==> src/rtl/hazard_pkg.sv <==
// Shared types and constants for the hazard/forwarding unit.
// Shadow stage entry layout and operand mux select encodings.
package hazard_pkg;

  localparam int RA_W = 5;

  localparam logic [1:0] FWD_RF  = 2'b00;
  localparam logic [1:0] FWD_EX  = 2'b01;
  localparam logic [1:0] FWD_MEM = 2'b10;
  localparam logic [1:0] FWD_WB  = 2'b11;

  typedef struct packed {
    logic            valid;
    logic [RA_W-1:0] rd;
    logic            load;
  } stage_entry_t;

  localparam stage_entry_t STAGE_BUBBLE = '{
    valid: 1'b0,
    rd:    '0,
    load:  1'b0
  };

endpackage

==> src/rtl/fwd_source_select.sv <==
// Operand forwarding select for one source register.
// Youngest valid writer wins: EX, then MEM, then WB.
module fwd_source_select
  import hazard_pkg::*;
(
  input  logic [RA_W-1:0] src,
  input  logic            used,
  input  stage_entry_t    ex,
  input  stage_entry_t    mem,
  input  stage_entry_t    wb,
  output logic [1:0]      sel
);

  logic live;
  logic hit_ex;
  logic hit_mem;
  logic hit_wb;

  assign live    = used && (src != '0);
  assign hit_ex  = live && ex.valid  && (ex.rd  == src);
  assign hit_mem = live && mem.valid && (mem.rd == src);
  assign hit_wb  = live && wb.valid  && (wb.rd  == src);

  // priority pick of the youngest producer
  always_comb begin
    sel = FWD_RF;
    if (hit_ex)       sel = FWD_EX;
    else if (hit_mem) sel = FWD_MEM;
    else if (hit_wb)  sel = FWD_WB;
  end

endmodule

==> src/rtl/hazard_forwarding_unit.sv <==
// Hazard detection and forwarding select generation beside ID.
// Tracks EX/MEM/WB writers in a private shadow pipeline.
module hazard_forwarding_unit
  import hazard_pkg::*;
#(
  parameter int REG_ADDR_W = RA_W,
  parameter int CNT_W      = 32
) (
  input  logic                  clk,
  input  logic                  reset,
  input  logic [REG_ADDR_W-1:0] ID_rs1,
  input  logic [REG_ADDR_W-1:0] ID_rs2,
  input  logic                  ID_rs1_used,
  input  logic                  ID_rs2_used,
  input  logic [REG_ADDR_W-1:0] ID_rd,
  input  logic                  ID_RF_Enable_IN,
  input  logic                  ID_Load_Instr_IN,
  input  logic                  EX_branch_taken,
  output logic [1:0]            fwd_sel_A,
  output logic [1:0]            fwd_sel_B,
  output logic                  CU_mux_sel,
  output logic                  PC_LE,
  output logic                  IF_ID_LE,
  output logic                  IF_ID_flush,
  output logic [CNT_W-1:0]      stall_count,
  output logic [CNT_W-1:0]      flush_count
);

  stage_entry_t ex_q, mem_q, wb_q;
  stage_entry_t ex_d;

  logic [CNT_W-1:0] stall_cnt_q, stall_cnt_d;
  logic [CNT_W-1:0] flush_cnt_q, flush_cnt_d;

  logic [1:0] sel_a;
  logic [1:0] sel_b;
  logic       hit1;
  logic       hit2;
  logic       load_use;
  logic       flush;
  logic       stall;

  fwd_source_select u_sel_a (
    .src  (ID_rs1),
    .used (ID_rs1_used),
    .ex   (ex_q),
    .mem  (mem_q),
    .wb   (wb_q),
    .sel  (sel_a)
  );

  fwd_source_select u_sel_b (
    .src  (ID_rs2),
    .used (ID_rs2_used),
    .ex   (ex_q),
    .mem  (mem_q),
    .wb   (wb_q),
    .sel  (sel_b)
  );

  assign hit1 = ID_rs1_used && (ID_rs1 != '0)
             && (ID_rs1 == ex_q.rd);
  assign hit2 = ID_rs2_used && (ID_rs2 != '0)
             && (ID_rs2 == ex_q.rd);

  assign load_use = ex_q.valid && ex_q.load
                 && (hit1 || hit2);

  // a taken branch squashes ID, so it overrides the load-use stall
  assign flush = !reset && EX_branch_taken;
  assign stall = !reset && load_use && !EX_branch_taken;

  // datapath steering; reset holds the front end with a bubble
  always_comb begin
    fwd_sel_A   = reset ? FWD_RF : sel_a;
    fwd_sel_B   = reset ? FWD_RF : sel_b;
    CU_mux_sel  = reset || stall || flush;
    PC_LE       = !reset && !stall;
    IF_ID_LE    = !reset && !stall;
    IF_ID_flush = flush;
  end

  // next EX entry: bubble on stall/flush, else the ID instruction
  always_comb begin
    ex_d = STAGE_BUBBLE;
    if (!stall && !flush) begin
      ex_d.valid = ID_RF_Enable_IN && (ID_rd != '0);
      ex_d.rd    = ID_rd;
      ex_d.load  = ID_Load_Instr_IN;
    end
  end

  // saturating event counter next-state
  always_comb begin
    stall_cnt_d = stall_cnt_q;
    flush_cnt_d = flush_cnt_q;
    if (stall && (stall_cnt_q != '1))
      stall_cnt_d = stall_cnt_q + 1'b1;
    if (flush && (flush_cnt_q != '1))
      flush_cnt_d = flush_cnt_q + 1'b1;
  end

  // shadow pipeline and counter registers
  always_ff @(posedge clk or posedge reset) begin
    if (reset) begin
      ex_q        <= STAGE_BUBBLE;
      mem_q       <= STAGE_BUBBLE;
      wb_q        <= STAGE_BUBBLE;
      stall_cnt_q <= '0;
      flush_cnt_q <= '0;
    end else begin
      ex_q        <= ex_d;
      mem_q       <= ex_q;
      wb_q        <= mem_q;
      stall_cnt_q <= stall_cnt_d;
      flush_cnt_q <= flush_cnt_d;
    end
  end

  assign stall_count = stall_cnt_q;
  assign flush_count = flush_cnt_q;

endmodule

==> config.mk <==
export PLATFORM = sky130hd
export DESIGN_NAME = hazard_forwarding_unit
export DESIGN_NICKNAME = d
export VERILOG_FILES = /design/src/rtl/hazard_pkg.sv /design/src/rtl/fwd_source_select.sv /design/src/rtl/hazard_forwarding_unit.sv
export SDC_FILE = /design/constraint.sdc
export NUM_CORES = 1
export LEC_CHECK = 0
export CORE_ASPECT_RATIO = 1.25
export CORE_MARGIN = 2
export CORE_UTILIZATION = 40
export DETAILED_ROUTE_END_ITERATION = 12
export DONT_BUFFER_PORTS = 1
export GPL_TIMING_DRIVEN = 0
export SLEW_MARGIN = 20
export SYNTH_ARGS = -nofsm -noshare
export SYNTH_HDL_FRONTEND = slang
export SYNTH_SLANG_ARGS = --single-unit
==> constraint.sdc <==
create_clock -name clk -period 4.2 [get_ports clk]
set_input_delay 0.63 -clock clk [delete_from_list [all_inputs] [get_ports clk]]
set_output_delay 0.63 -clock clk [all_outputs]
set_load 0.03 [all_outputs]
=== After elaboration in Yosys (flattened, before gate mapping) ===
Index checks and enable logic that the tools add are counted.
W data, S select, Z words.

* Flip-flop bits (word level): 83
* Output and inout port bits: 72
* Word-level logic and storage cells: 66

* Add/subtract/negate cells: 2
* Equality and inequality tests: 10
* Multiplexer cells: 9
* Reduce and logical (&&, ||, !) cells: 36

{| class="wikitable"
|+ Operators with widths
! cell !! number
|-
| $add A32 B1 Y32 const B || 2
|-
| $ne A32 B32 Y1 const B || 2
|-
| $eq A5 B5 Y1 || 8
|-
| $logic_and A1 B1 Y1 || 26
|-
| $mux W2 || 8
|-
| $reduce_bool A5 Y1 || 3
|-
| $mux W7 || 1
|-
| $logic_not A1 Y1 || 4
|-
| $logic_or A1 B1 Y1 || 3
|}

=== Depth between registers and ports, before layout ===
Gate-level depths: netlist of run 1.

* Word-level depth: 10
* Gate-level depth with buffers: 8

=== Hierarchy ===
A second synthesis of run 1 with hierarchy kept.

* Cells, all modules: 413
* Area total of the unflattened synthesis: 4419.2 µm²

{| class="wikitable"
|+ Modules (own cells, without submodules)
! module !! times used !! cells each !! area an instance (µm²) !! seq. area each (µm²)
|-
| hazard_forwarding_unit || 1 || 361 || 3983.8 || 2127.0
|-
| fwd_source_select || 2 || 26 || 217.7 || 0.0
|}

=== Least setup slack after synthesis of run 1 ===
Ideal clock, no wire load.

* Path type: input-to-reg
* Start point: input port reset
* End point: register flush_cnt_q[30] (netlist: flush_count[30])
* Setup time: 0.133 ns
* Arrival time: 3.750 ns
* Setup slack: 0.317 ns
* Stages on the path: 7
* Path buffers: 0
* Path through: inv_1 > nand2_1 > inv_1 > nand4b_1 > nor3_1 > nand4_1 > xnor2_1

* Cells in the longest elaborated chain, start to end: 3

{| class="wikitable"
|+ RTL lines
! item !! line !! text
|-
| start, declared || hazard_forwarding_unit.sv:10 || <nowiki>input logic reset,</nowiki>
|-
| $logic_not A1 Y1 (no source line) || - ||
|-
| $logic_and A1 B1 Y1 || hazard_forwarding_unit.sv:70 || <nowiki>assign flush = !reset && EX_branch_taken;</nowiki>
|-
| via IF_ID_flush || hazard_forwarding_unit.sv:24 || <nowiki>output logic IF_ID_flush,</nowiki>
|-
| $logic_and A1 B1 Y1 || hazard_forwarding_unit.sv:99 || <nowiki>if (flush && (flush_cnt_q != '1))</nowiki>
|-
| end signal, assigned || hazard_forwarding_unit.sv:116 || <nowiki>flush_cnt_q <= flush_cnt_d;</nowiki>
|-
| end, declared || hazard_forwarding_unit.sv:33 || <nowiki>logic [CNT_W-1:0] flush_cnt_q, flush_cnt_d;</nowiki>
|}

The timed path passes the listed nets, and every way through them passes these cells.
A chain may end at the register's enable or synchronous reset.

=== Worst setup path in the final report of run 1 ===
* Start point: input port ID_rs2[1]
* End point: output port PC_LE

* Cells in the longest elaborated chain, start to end: 9

{| class="wikitable"
|+ RTL lines
! item !! line !! text
|-
| start, declared || hazard_forwarding_unit.sv:12 || <nowiki>input logic [REG_ADDR_W-1:0] ID_rs2,</nowiki>
|-
| $reduce_bool A5 Y1 || hazard_forwarding_unit.sv:63 || <nowiki>assign hit2 = ID_rs2_used && (ID_rs2 != '0)</nowiki>
|-
| $logic_and A1 B1 Y1 || hazard_forwarding_unit.sv:63 ||
|-
| $logic_and A1 B1 Y1 * || hazard_forwarding_unit.sv:64 || <nowiki>&& (ID_rs2 == ex_q.rd);</nowiki>
|-
| $logic_or A1 B1 Y1 * || hazard_forwarding_unit.sv:67 || <nowiki>&& (hit1 || hit2);</nowiki>
|-
| $logic_and A1 B1 Y1 * || hazard_forwarding_unit.sv:67 ||
|-
| $logic_and A1 B1 Y1 * (2 in series) || hazard_forwarding_unit.sv:71 || <nowiki>assign stall = !reset && load_use && !EX_branch_taken;</nowiki>
|-
| $logic_not A1 Y1 * || - ||
|-
| $logic_and A1 B1 Y1 * || - ||
|-
| end, declared || hazard_forwarding_unit.sv:22 || <nowiki>output logic PC_LE,</nowiki>
|}

Mark *: on every way between the ends. The rest lies on a longest branch, timed or not.

==> results of run 1 <==
==> layer usage <==
metal | track usage [%] | share of wire [%]
met1 | 21.00 | 41
met2 | 27.35 | 51
met3 | 6.018 | 6.8
met4 | 5.254 | 1.4
met5 | 0 | 0
==> power by group <==
part	switching, uW	internal (uW)
sequential	116	838
combinational	67.4	57.0
clock	318	415
==> final cells by class <==
type                       instances  area, um2
multi-input combinational        280       1974
tap                              129      161.4
fill                             997       5455
clock inverter                     6      41.29
clock buffer                      10      239.0
timing repair buffer               1      27.53
sequential                        83       2077
inverter                           8      32.53
buffer                             7      46.29
==> worst reg2reg max path, delay by kind of cell (launching register included) <==
| family | cells | cell delay (ns) |
|---|---|---|
| XOR/XNOR | 1 | 0.15 |
| AND/OR/NAND/NOR | 5 | 1.49 |
| flip-flops | 1 | 0.59 |
| adder cells (fa/ha/maj) | 1 | 0.26 |
==> cells by family after synthesis <==
group | count (synthesis) | synth area share, %
DFF | 83 | 50.32
adders and majority gates | 2 | 0.6061
buffers and inverters | 15 | 1.849
xor gates and xnor gates | 91 | 19.31
muxes | 2 | 0.5456
AOI/OAI and AO/OA | 15 | 2.819
and+or+nand+nor | 170 | 24.55
==> per-stage QoR <==
| step | setup slack (ns) | std cells | hold slack, ns | utilization, % |
|---|---|---|---|---|
| floorplan | 0.3166 | 378 | 0.3716 | - |
| global placement | -0.7967 | 507 | 0.3931 | 42.66 |
| detailed placement | 0.7835 | 508 | 0.4153 | 42.96 |
| CTS | 0.7719 | 524 | 0.1964 | 45.74 |
| global route | 0.6512 | 524 | 0.2183 | 45.74 |
| finish | 0.7948 | 524 | 0.1907 | 45.74 |
==> flip-flops by register name, summed over array words and instances (netlist names) <==
name	count
ex_q	7
flush_count	32
mem_q	6
stall_count	32
wb_q	6
==> cells in the mapped netlist <==
cell type,number
buf_6,2
ha_1,2
o2111a_1,1
or2_2,1
nor2_2,1
xor2_1,49
clkbuf_1,3
nor3_2,4
nand4b_1,1
nor2_1,25
o21ai_0,2
nand2_1,29
nor4_4,3
or4b_4,1
or3_4,1
clkbuf_2,1
nor4_1,8
and4_2,3
nor3_1,13
inv_1,8
buf_4,1
xnor2_1,42
o21ai_2,2
a311oi_1,1
and4_1,10
a21oi_1,5
mux2_2,2
and3_2,3
o21ai_4,1
o211ai_2,1
nor3b_2,1
nor4b_1,2
nand4_1,17
nand3_1,25
and3_1,12
or4_1,3
nor3b_1,2
dfrtp_1,83
and2_1,5
a211oi_1,2
==> placed cells by master, fill, tap and decap left out, types with 7 or more instances in the layout <==
master     netlist  layout
dfrtp_1         83      83
xor2_1          49      49
xnor2_1         42      42
nand2_1         29      29
nand3_1         25      25
nor2_1          25      25
nand4_1         17      17
nor3_1          13      13
and3_1          12      12
and4_1          10      10
clkbuf_16        0       9
nor4_1           8       8
inv_1            8       7
==> worst min-delay path by stage <==
| stage | start | to | slack [ns] | depth (start not counted) |
|---|---|---|---|---|
| 2_1_floorplan | ex_q[6]$_DFF_PP0_ | mem_q[6]$_DFF_PP0_ | 0.37 | 0 |
| 3_3_place_gp | mem_q[6]$_DFF_PP0_ | wb_q[6]$_DFF_PP0_ | 0.39 | 0 |
| 3_5_place_dp | ex_q[6]$_DFF_PP0_ | mem_q[6]$_DFF_PP0_ | 0.42 | 0 |
| 4_1_cts | reset | stall_count[14]$_DFFE_PP0P_ | 0.20 | 1 |
| 5_1_grt | reset | stall_count[14]$_DFFE_PP0P_ | 0.22 | 1 |
| 6_report | reset | stall_count[24]$_DFFE_PP0P_ | 0.19 | 1 |
==> results.toml, run 1 <==
[status]
status = "complete, no violations"

[final_layout]
finish.instance_area_um2 = 4599
layout.nets = 414
synthToLayoutAreaGrowth_pct = 11.43
diodes = 0
drive_gt1_share_pct = 11.65

[route]
ant_nets = 0
drc = 0
drt_iter0_drc = 66
firstDrtPassIters = 4
routed_via_density = 5.349
routedWlPerCell_um = 16.97
vias = 2803
wirelength_mm = 8.890

[clock_tree]
cts_tree = "done"
cts_setup_buffers = 0
clockBufferDepth = 2
cts_made_buffers = 9
path_clk_slew_ns = 0.06
holdBufCountCts = 0
cts_root_buffer = "clkbuf_16"
clk_latency_ns = 0.33
cts-resized-gates = 0
cts_num_sinks = 83
cts_max_level = 3

[die]
initial_core_util_pct = 41.05
die_area_um2 = 11150
row_count = 41
fp.dieH_um = 117.6
die_w_um = 94.86
io_pins = 94
coreArea_um2 = 10050

[synthesis]
ys_top_cells_by_area = "dfrtp_1 (50%), xor2_1 (10%), xnor2_1 (8.9%)"
ys_seq_area_share_pct = 50.32
syn_inst = 378
synth_top_area_share_pct = 50.32
synth_top_area_cell = "dfrtp_1"
synth-seq-cells = 83
syn-cell-area_um2 = 4128
syn_area_per_cell_um2 = 10.92
syn_nets = 402
synth_cell_types = 40
yosysWarnings = 0

[worst_setup_path]
cp-endpoint = "PC_LE"
path_max_fanout = 10
r2r_slack_ns = 1.58
r2r-start = "flush_count[0]$_DFFE_PP0P_"
cpLargestDelayFamily = "simple AND/OR/NAND/NOR gates"
crit_chain = "or4_1, o21ai_2, nor4_4, o21ai_4, clkbuf_2, and2_1, buf_4"
path_depth = 7
arrival_ns = 2.78
critPathKind = "input port to primary output"
crit_path_start = "ID_rs2[1]"
required_ns = 3.57
startpoint_type = "input port"
cp-end-kind = "primary output"
slowest_delay_ns = 0.54
slowest_stage = "or4_1"
r2r_end = "flush_count[30]$_DFFE_PP0P_"
reg2reg_depth = 7
cp_num_buf_inv = 2

[timing]
rsz0062_at_grt = "no"
fin_tns_setup_ns = 0
tightestPinTransition_ns = 0.9962
fmax_mhz = 293.7
finalCriticalPeriod_ns = 3.405
setup_viol = 0
hold_viol = 0
slew_headroom_pct = 33.45
fin_crit_sh_pct = 81.08
slew_violations = 0
final.setup_skew_ns = 0.005100

[placement]
gp_congestion = 0.7863
dp_hpwl_mm = 6.614
portBuffers = 0
dpl_cell_area_um2 = 4319

[power]
vdd_drop_max_mv = 0.2415
powerDensity_nw_per_um2 = 394.1
leakagePower_uw = 0.002086
finalPower_uw = 1812

[global_routing]
grtUsageTotal_pct = 16.91
grt_max_degree = 54
grt_pass1_vias = 2939
grt_pass1_wl_mm = 14.98
gr-total-overflow = 0
grt_antenna_before_repair = 0

[run]
drv_cap = 0

[worst_hold_path]
hold_path_class = "input port to async pin"
Note: power is estimated with default switching activity, not from simulation.
==> inputs of run 2 (changes only) <==
==> constraint.sdc (replaced) <==
create_clock -name clk -period 3.3 [get_ports clk]
set_input_delay 0.495 -clock clk [delete_from_list [all_inputs] [get_ports clk]]
set_output_delay 0.495 -clock clk [all_outputs]
set_load 0.03 [all_outputs]
==> run 2 against run 1 <==
Effect of this change: sequential power is 27% higher; cell count is 0.19% higher; final area is 1.4% higher; critical endpoint unchanged; register-to-register slack worse by 0.86 ns; highest routed layer unchanged; critical path depth stayed put; clock power is 50% higher; sequential cell count stayed put.
==> results.toml, run 2 (synthesis results as in run 1) <==
[worst_setup_path]
crit_chain = "or4_1, o21ai_2, nor4_4, o21ai_4, clkbuf_2, and2_1, buf_4"
cp_num_buf_inv = 2
cp-end-kind = "primary output"
arrival_ns = 2.66
reg2reg_depth = 7
r2r-start = "flush_count[0]$_DFFE_PP0P_"
r2r_end = "flush_count[30]$_DFFE_PP0P_"
slowest_delay_ns = 0.54
slowest_stage = "or4_1"
critPathKind = "input port to primary output"
startpoint_type = "input port"
required_ns = 2.80
r2r_slack_ns = 0.72
cpLargestDelayFamily = "simple AND/OR/NAND/NOR gates"
path_max_fanout = 10

[final_layout]
final_cell_mix = "dfrtp_1 (83), xor2_1 (49), xnor2_1 (42)"
drive_gt1_share_pct = 11.62
final_common_cell = "dfrtp_1"
layout.nets = 415
synthToLayoutAreaGrowth_pct = 12.94
finish.instance_area_um2 = 4662
diodes = 0
fill_cells = 973

[placement]
dpl_cell_area_um2 = 4333
portBuffers = 0
dp_hpwl_mm = 6.709
gp_congestion = 0.7838

[power]
leakagePower_uw = 0.002116
p_switching_uw = 628.3
vdd_drop_max_mv = 0.3677
p_int_uw = 1844
combinationalPowerShare_pct = 6.4
finalPower_uw = 2472
powerDensity_nw_per_um2 = 530.2
p_sw_share_pct = 25.42
clkPwrFrac_pct = 44.4
power_frac_seq_pct = 49.1

[worst_hold_path]
hold_path_class = "input port to async pin"

[die]
initial_core_util_pct = 41.05
io_pins = 94
die_w_um = 94.86
row_count = 41
coreArea_um2 = 10050
fp.dieH_um = 117.6
die_area_um2 = 11150

[route]
drc = 0
firstDrtPassIters = 4
vias = 2873
wirelength_mm = 9.001
routedWlPerCell_um = 17.14
routed_via_density = 5.472
ant_nets = 0
drt_iter0_drc = 61

[timing]
fmax_mhz = 316.8
setup_viol = 0
finalCriticalPeriod_ns = 3.156
rsz0062_at_grt = "no"
hold_viol = 0
slew_violations = 0
final.setup_skew_ns = 0.006197
slew_headroom_pct = 35.06
fin_tns_setup_ns = 0
fin_crit_sh_pct = 95.65
tightestPinTransition_ns = 0.9720

[clock_tree]
clk_latency_ns = 0.34
clockBufferDepth = 2
cts_max_level = 3
cts_made_buffers = 9
path_clk_slew_ns = 0.06
holdBufCountCts = 0
cts_root_buffer = "clkbuf_16"
cts_num_sinks = 83
cts_setup_buffers = 0
cts_tree = "done"
cts-resized-gates = 0

[global_routing]
grt_pass1_wl_mm = 15.10
grt_pass1_vias = 2983
gr-total-overflow = 0
grtUsageTotal_pct = 17.38
grt_antenna_before_repair = 0
grt_max_degree = 35

[status]
status = "complete, no violations"

[run]
drv_cap = 0
run 2: cell types whose count changed in the layout (fill, tap and decap cells not counted):
| cell | previous run | this run |
|---|---|---|
| buf_12 | 0 | 2 |
| buf_16 | 1 | 0 |
| bufinv_16 | 0 | 2 |
| clkbuf_1 | 3 | 4 |
| clkbuf_8 | 1 | 2 |
| clkinv_2 | 2 | 1 |
| clkinv_4 | 1 | 0 |
| clkinvlp_4 | 3 | 2 |
| inv_4 | 1 | 0 |
run 2: worst max path at each step:
| stage | startpoint | endpoint | cells after the start |
|---|---|---|---|
| 6_report | ID_rs2[1] | PC_LE | 7 |
| 3_3_place_gp | reset | flush_count[25]$_DFFE_PP0P_ | 7 |
| 3_5_place_dp | ID_rs2[1] | PC_LE | 7 |
| 4_1_cts | ID_rs2[1] | PC_LE | 7 |
| 2_1_floorplan | reset | PC_LE | 3 |
| 5_1_grt | ID_rs2[1] | PC_LE | 7 |
run 2: routing by layer:
layer | wire length (um) | vias to the layer above | GRT usage [%] | share of wire [%]
met1 | 3660 | 1440 | 20.13 | 41
met4 | 180 | 0 | 7.699 | 2.0
met3 | 664 | 13 | 6.210 | 7.4
li1 | - | 1348 | - | -
met2 | 4497 | 72 | 28.50 | 50
met5 | 0 | - | 0 | 0
run 2: per-stage QoR:
stage / instances / utilization (%) / hold WS, ns / setup slack [ns]
CTS: 525 / 46.37 / 0.1213 / 0.1051
global route: 525 / 46.37 / 0.1530 / 0.02154
global placement: 507 / 42.70 / 0.3891 / -0.2297
finish: 525 / 46.37 / 0.1184 / 0.1436
floorplan: 378 / - / 0.3716 / 0.3910
detailed placement: 509 / 43.09 / 0.3944 / 0.1213
run 2: area by class of cell:
class	count	area, um2	share of cell area [%]
Clock inverter	4	72.57	1.557
Timing Repair Buffer	2	40.04	0.8588
Clock buffer	12	256.5	5.502
Buffer	7	46.29	0.9930
Tap cell	129	161.4	3.462
Sequential cell	83	2077	44.55
Multi-Input combinational cell	280	1974	42.35
Inverter	8	33.78	0.7246
run 2: power by group through the flow:
stage / combinational [uW] / clock (uW) / sequential [uW]
floorplan: 130 / 0 / 1220
global route: 182 / 1170 / 1230
finish: 159 / 1100 / 1210
CTS: 163 / 1130 / 1220
detailed placement: 161 / 0 / 1240
global placement: 151 / 0 / 1230
==> inputs of run 3 (changes only) <==
--- a/config.mk
+++ b/config.mk
@@ -5,6 +5,7 @@
 export SDC_FILE = /design/constraint.sdc
 export NUM_CORES = 1
 export LEC_CHECK = 0
+export ABC_AREA = 1
 export CORE_ASPECT_RATIO = 1.25
 export CORE_MARGIN = 2
 export CORE_UTILIZATION = 40
@@ -15,3 +16,4 @@
 export SYNTH_ARGS = -nofsm -noshare
 export SYNTH_HDL_FRONTEND = slang
 export SYNTH_SLANG_ARGS = --single-unit
+export TNS_END_PERCENT = 20
==> run 3 against run 2 <==
Effect of this change: global-route usage rose by 4.8 points; clock power fell by 10%; sequential share of layout area fell by 10 points; core utilization fell by 1.0 points; largest cell class is now multi-input combinational cells; largest power group unchanged.
==> results.toml, run 3 <==
[clock_tree]
clockBufferDepth = 2
cts_setup_buffers = 0
path_clk_slew_ns = 0.06
holdBufCountCts = 0
cts-resized-gates = 0
cts_tree = "done"
clk_latency_ns = 0.34
cts_made_buffers = 9
cts_max_level = 3
cts_root_buffer = "clkbuf_16"
cts_num_sinks = 83

[power]
p_int_uw = 1770
vdd_drop_max_mv = 0.2104
power_frac_seq_pct = 49.9
p_switching_uw = 840.2
leakagePower_uw = 0.002719
powerDensity_nw_per_um2 = 433.1
p_sw_share_pct = 32.18
combinationalPowerShare_pct = 12.4
clkPwrFrac_pct = 37.8

[worst_setup_path]
path_max_fanout = 9
startpoint_type = "flip-flop"
cp-end-kind = "primary output"
required_ns = 2.80
crit_chain = "xor2_1, nor2_1, nand3_1, nand2_2, a21oi_1, nand2_1"
critPathKind = "flip-flop to primary output"
arrival_ns = 2.32
slowest_delay_ns = 0.65
slowest_stage = "a21oi_1"

[placement]
gp_congestion = 0.9689
dp_slack_ns = 0.6367
dp_hpwl_mm = 11.98
portBuffers = 0

[timing]
setup_ws_ns = 0.4817
tightestPinTransition_ns = 1.037
fmax_mhz = 354.8
hold_viol = 0
rsz0062_at_grt = "no"
finalCriticalPeriod_ns = 2.818
final.setup_skew_ns = 0.008292
fin_crit_sh_pct = 85.40
fin_tns_setup_ns = 0
slew_violations = 0
setup_viol = 0
slew_headroom_pct = 30.60

[die]
fp.dieH_um = 134.9
io_pins = 94
die_w_um = 108.7
die_area_um2 = 14660
coreArea_um2 = 13290
row_count = 47
initial_core_util_pct = 41.23

[final_layout]
drive_gt1_share_pct = 8.696
diodes = 0
final_cell_mix = "nand2_1 (315), nor2_1 (108), dfrtp_1 (83)"
final_common_cell = "nand2_1"
layout.nets = 824
synthToLayoutAreaGrowth_pct = 10.03

[synthesis]
synth-edff-count = 0
ys_seq_area_share_pct = 37.91
synth_commonest_cells = "nand2_1 (315), nor2_1 (108), dfrtp_1 (83)"
synth_top_area_share_pct = 37.91
yosysMostFrequentCell = "nand2_1"
synth_ff_type = "dfrtp_1"
yosysWarnings = 0
syn_inst = 787
syn_nets = 811
synth-seq-cells = 83
synth_cell_types = 32
synth_top_area_cell = "dfrtp_1"
ys_top_cells_by_area = "dfrtp_1 (38%), nand2_1 (22%), nor2_1 (7.4%)"
synthArstFlopShare_pct = 100.0
syn-cell-area_um2 = 5479
syn_area_per_cell_um2 = 6.962

[route]
drt_iter0_drc = 255
wirelength_mm = 15.29
vias = 5072
firstDrtPassIters = 5
routedWlPerCell_um = 15.66
ant_nets = 0
routed_via_density = 5.197
drc = 0

[global_routing]
grtUsageTotal_pct = 22.16
grt_max_degree = 34
grt_antenna_before_repair = 0
gr-total-overflow = 0
grt_pass1_vias = 4988
grt_pass1_wl_mm = 25.25

[worst_hold_path]
hold_path_class = "input port to async pin"

[status]
status = "complete, no violations"

[run]
drv_cap = 0
[run 3: cell count changes after synthesis, moves of 9 or more]
cell,delta
nand2_1,+286
nor2_1,+83
inv_1,+43
nand4_1,+26
xnor2_1,-22
xor2_1,-19
nand3b_1,+18
and3_1,-12
and4_1,-10
o21ai_2,+9
[run 3: path summary, 6_finish.rpt]
| check | from | to | slack [ns] | depth (start not counted) |
|---|---|---|---|---|
| hold / removal | reset | ex_q[5]$_DFF_PP0_ | 0.08 | 1 |
| setup reg to reg | flush_count[0]$_DFFE_PP0P_ | flush_count[3]$_DFFE_PP0P_ | 0.94 | 11 |
| max in group asynchronous | reset | flush_count[2]$_DFFE_PP0P_ | 2.44 | 3 |
| min in group clk | ID_rd[4] | ex_q[5]$_DFF_PP0_ | 0.25 | 2 |
| hold reg to reg | mem_q[6]$_DFF_PP0_ | wb_q[6]$_DFF_PP0_ | 0.37 | 0 |
| setup / recovery | ex_q[5]$_DFF_PP0_ | CU_mux_sel | 0.48 | 6 |
[run 3: final cells by class]
class | count | area, um2
plain buffers | 18 | 121.4
clock buffers | 13 | 270.3
clock inverters | 3 | 21.27
fillers | 1400 | 7262
inverters | 57 | 222.7
multi-input cells | 629 | 3062
flip-flops and latches | 83 | 2077
well taps | 171 | 214.0
repair buffers | 2 | 40.04
[run 3: critical path: cells and delay by family (launching register included)]
| family | cells | cell delay, ns |
|---|---|---|
| simple gates | 4 | 0.75 |
| compound gates | 1 | 0.65 |
| flops | 1 | 0.41 |
| xor+xnor | 1 | 0.18 |
[run 3: metrics by stage]
| stage | utilization (%) | instance area [um2] | cells | hold slack, ns | power [uW] |
|---|---|---|---|---|---|
| after floorplan | - | 5483 | 787 | 0.3537 | 1551 |
| after global placement | 42.86 | 5697 | 958 | 0.3600 | 1629 |
| after detailed placement | 43.17 | 5737 | 960 | 0.3612 | 1647 |
| after CTS | 45.36 | 6028 | 976 | 0.08363 | 2647 |
| after global routing | 45.36 | 6028 | 976 | 0.1063 | 2751 |
| final | 45.36 | 6028 | 976 | 0.07697 | 2611 |
[run 3: cell families after synthesis]
group	Yosys count	share of synthesized area [%]
buffers and inverters	75	6.212
and+or+nand+nor	545	43.75
adders and majority gates	2	0.4567
xor gates and xnor gates	50	7.993
DFF	83	37.91
AOI/OAI and AO/OA	32	3.677
[run 3: metal layers]
layer,up-vias,routed length [um],GRT usage [%]
met5,-,0,0
met4,0,420,7.906
met3,30,1077,6.081
met2,151,7788,37.53
met1,2350,6001,26.82
li1,2541,-,-
[run 3: power by group through the flow]
stage          sequential [uW]  clock [uW]  combinational [uW]
4_1_cts                   1300        1020                 327
6_report                  1300         987                 323
2_1_floorplan             1290           0                 263
3_5_place_dp              1320           0                 324
5_1_grt                   1310        1070                 373
3_3_place_gp              1320           0                 311
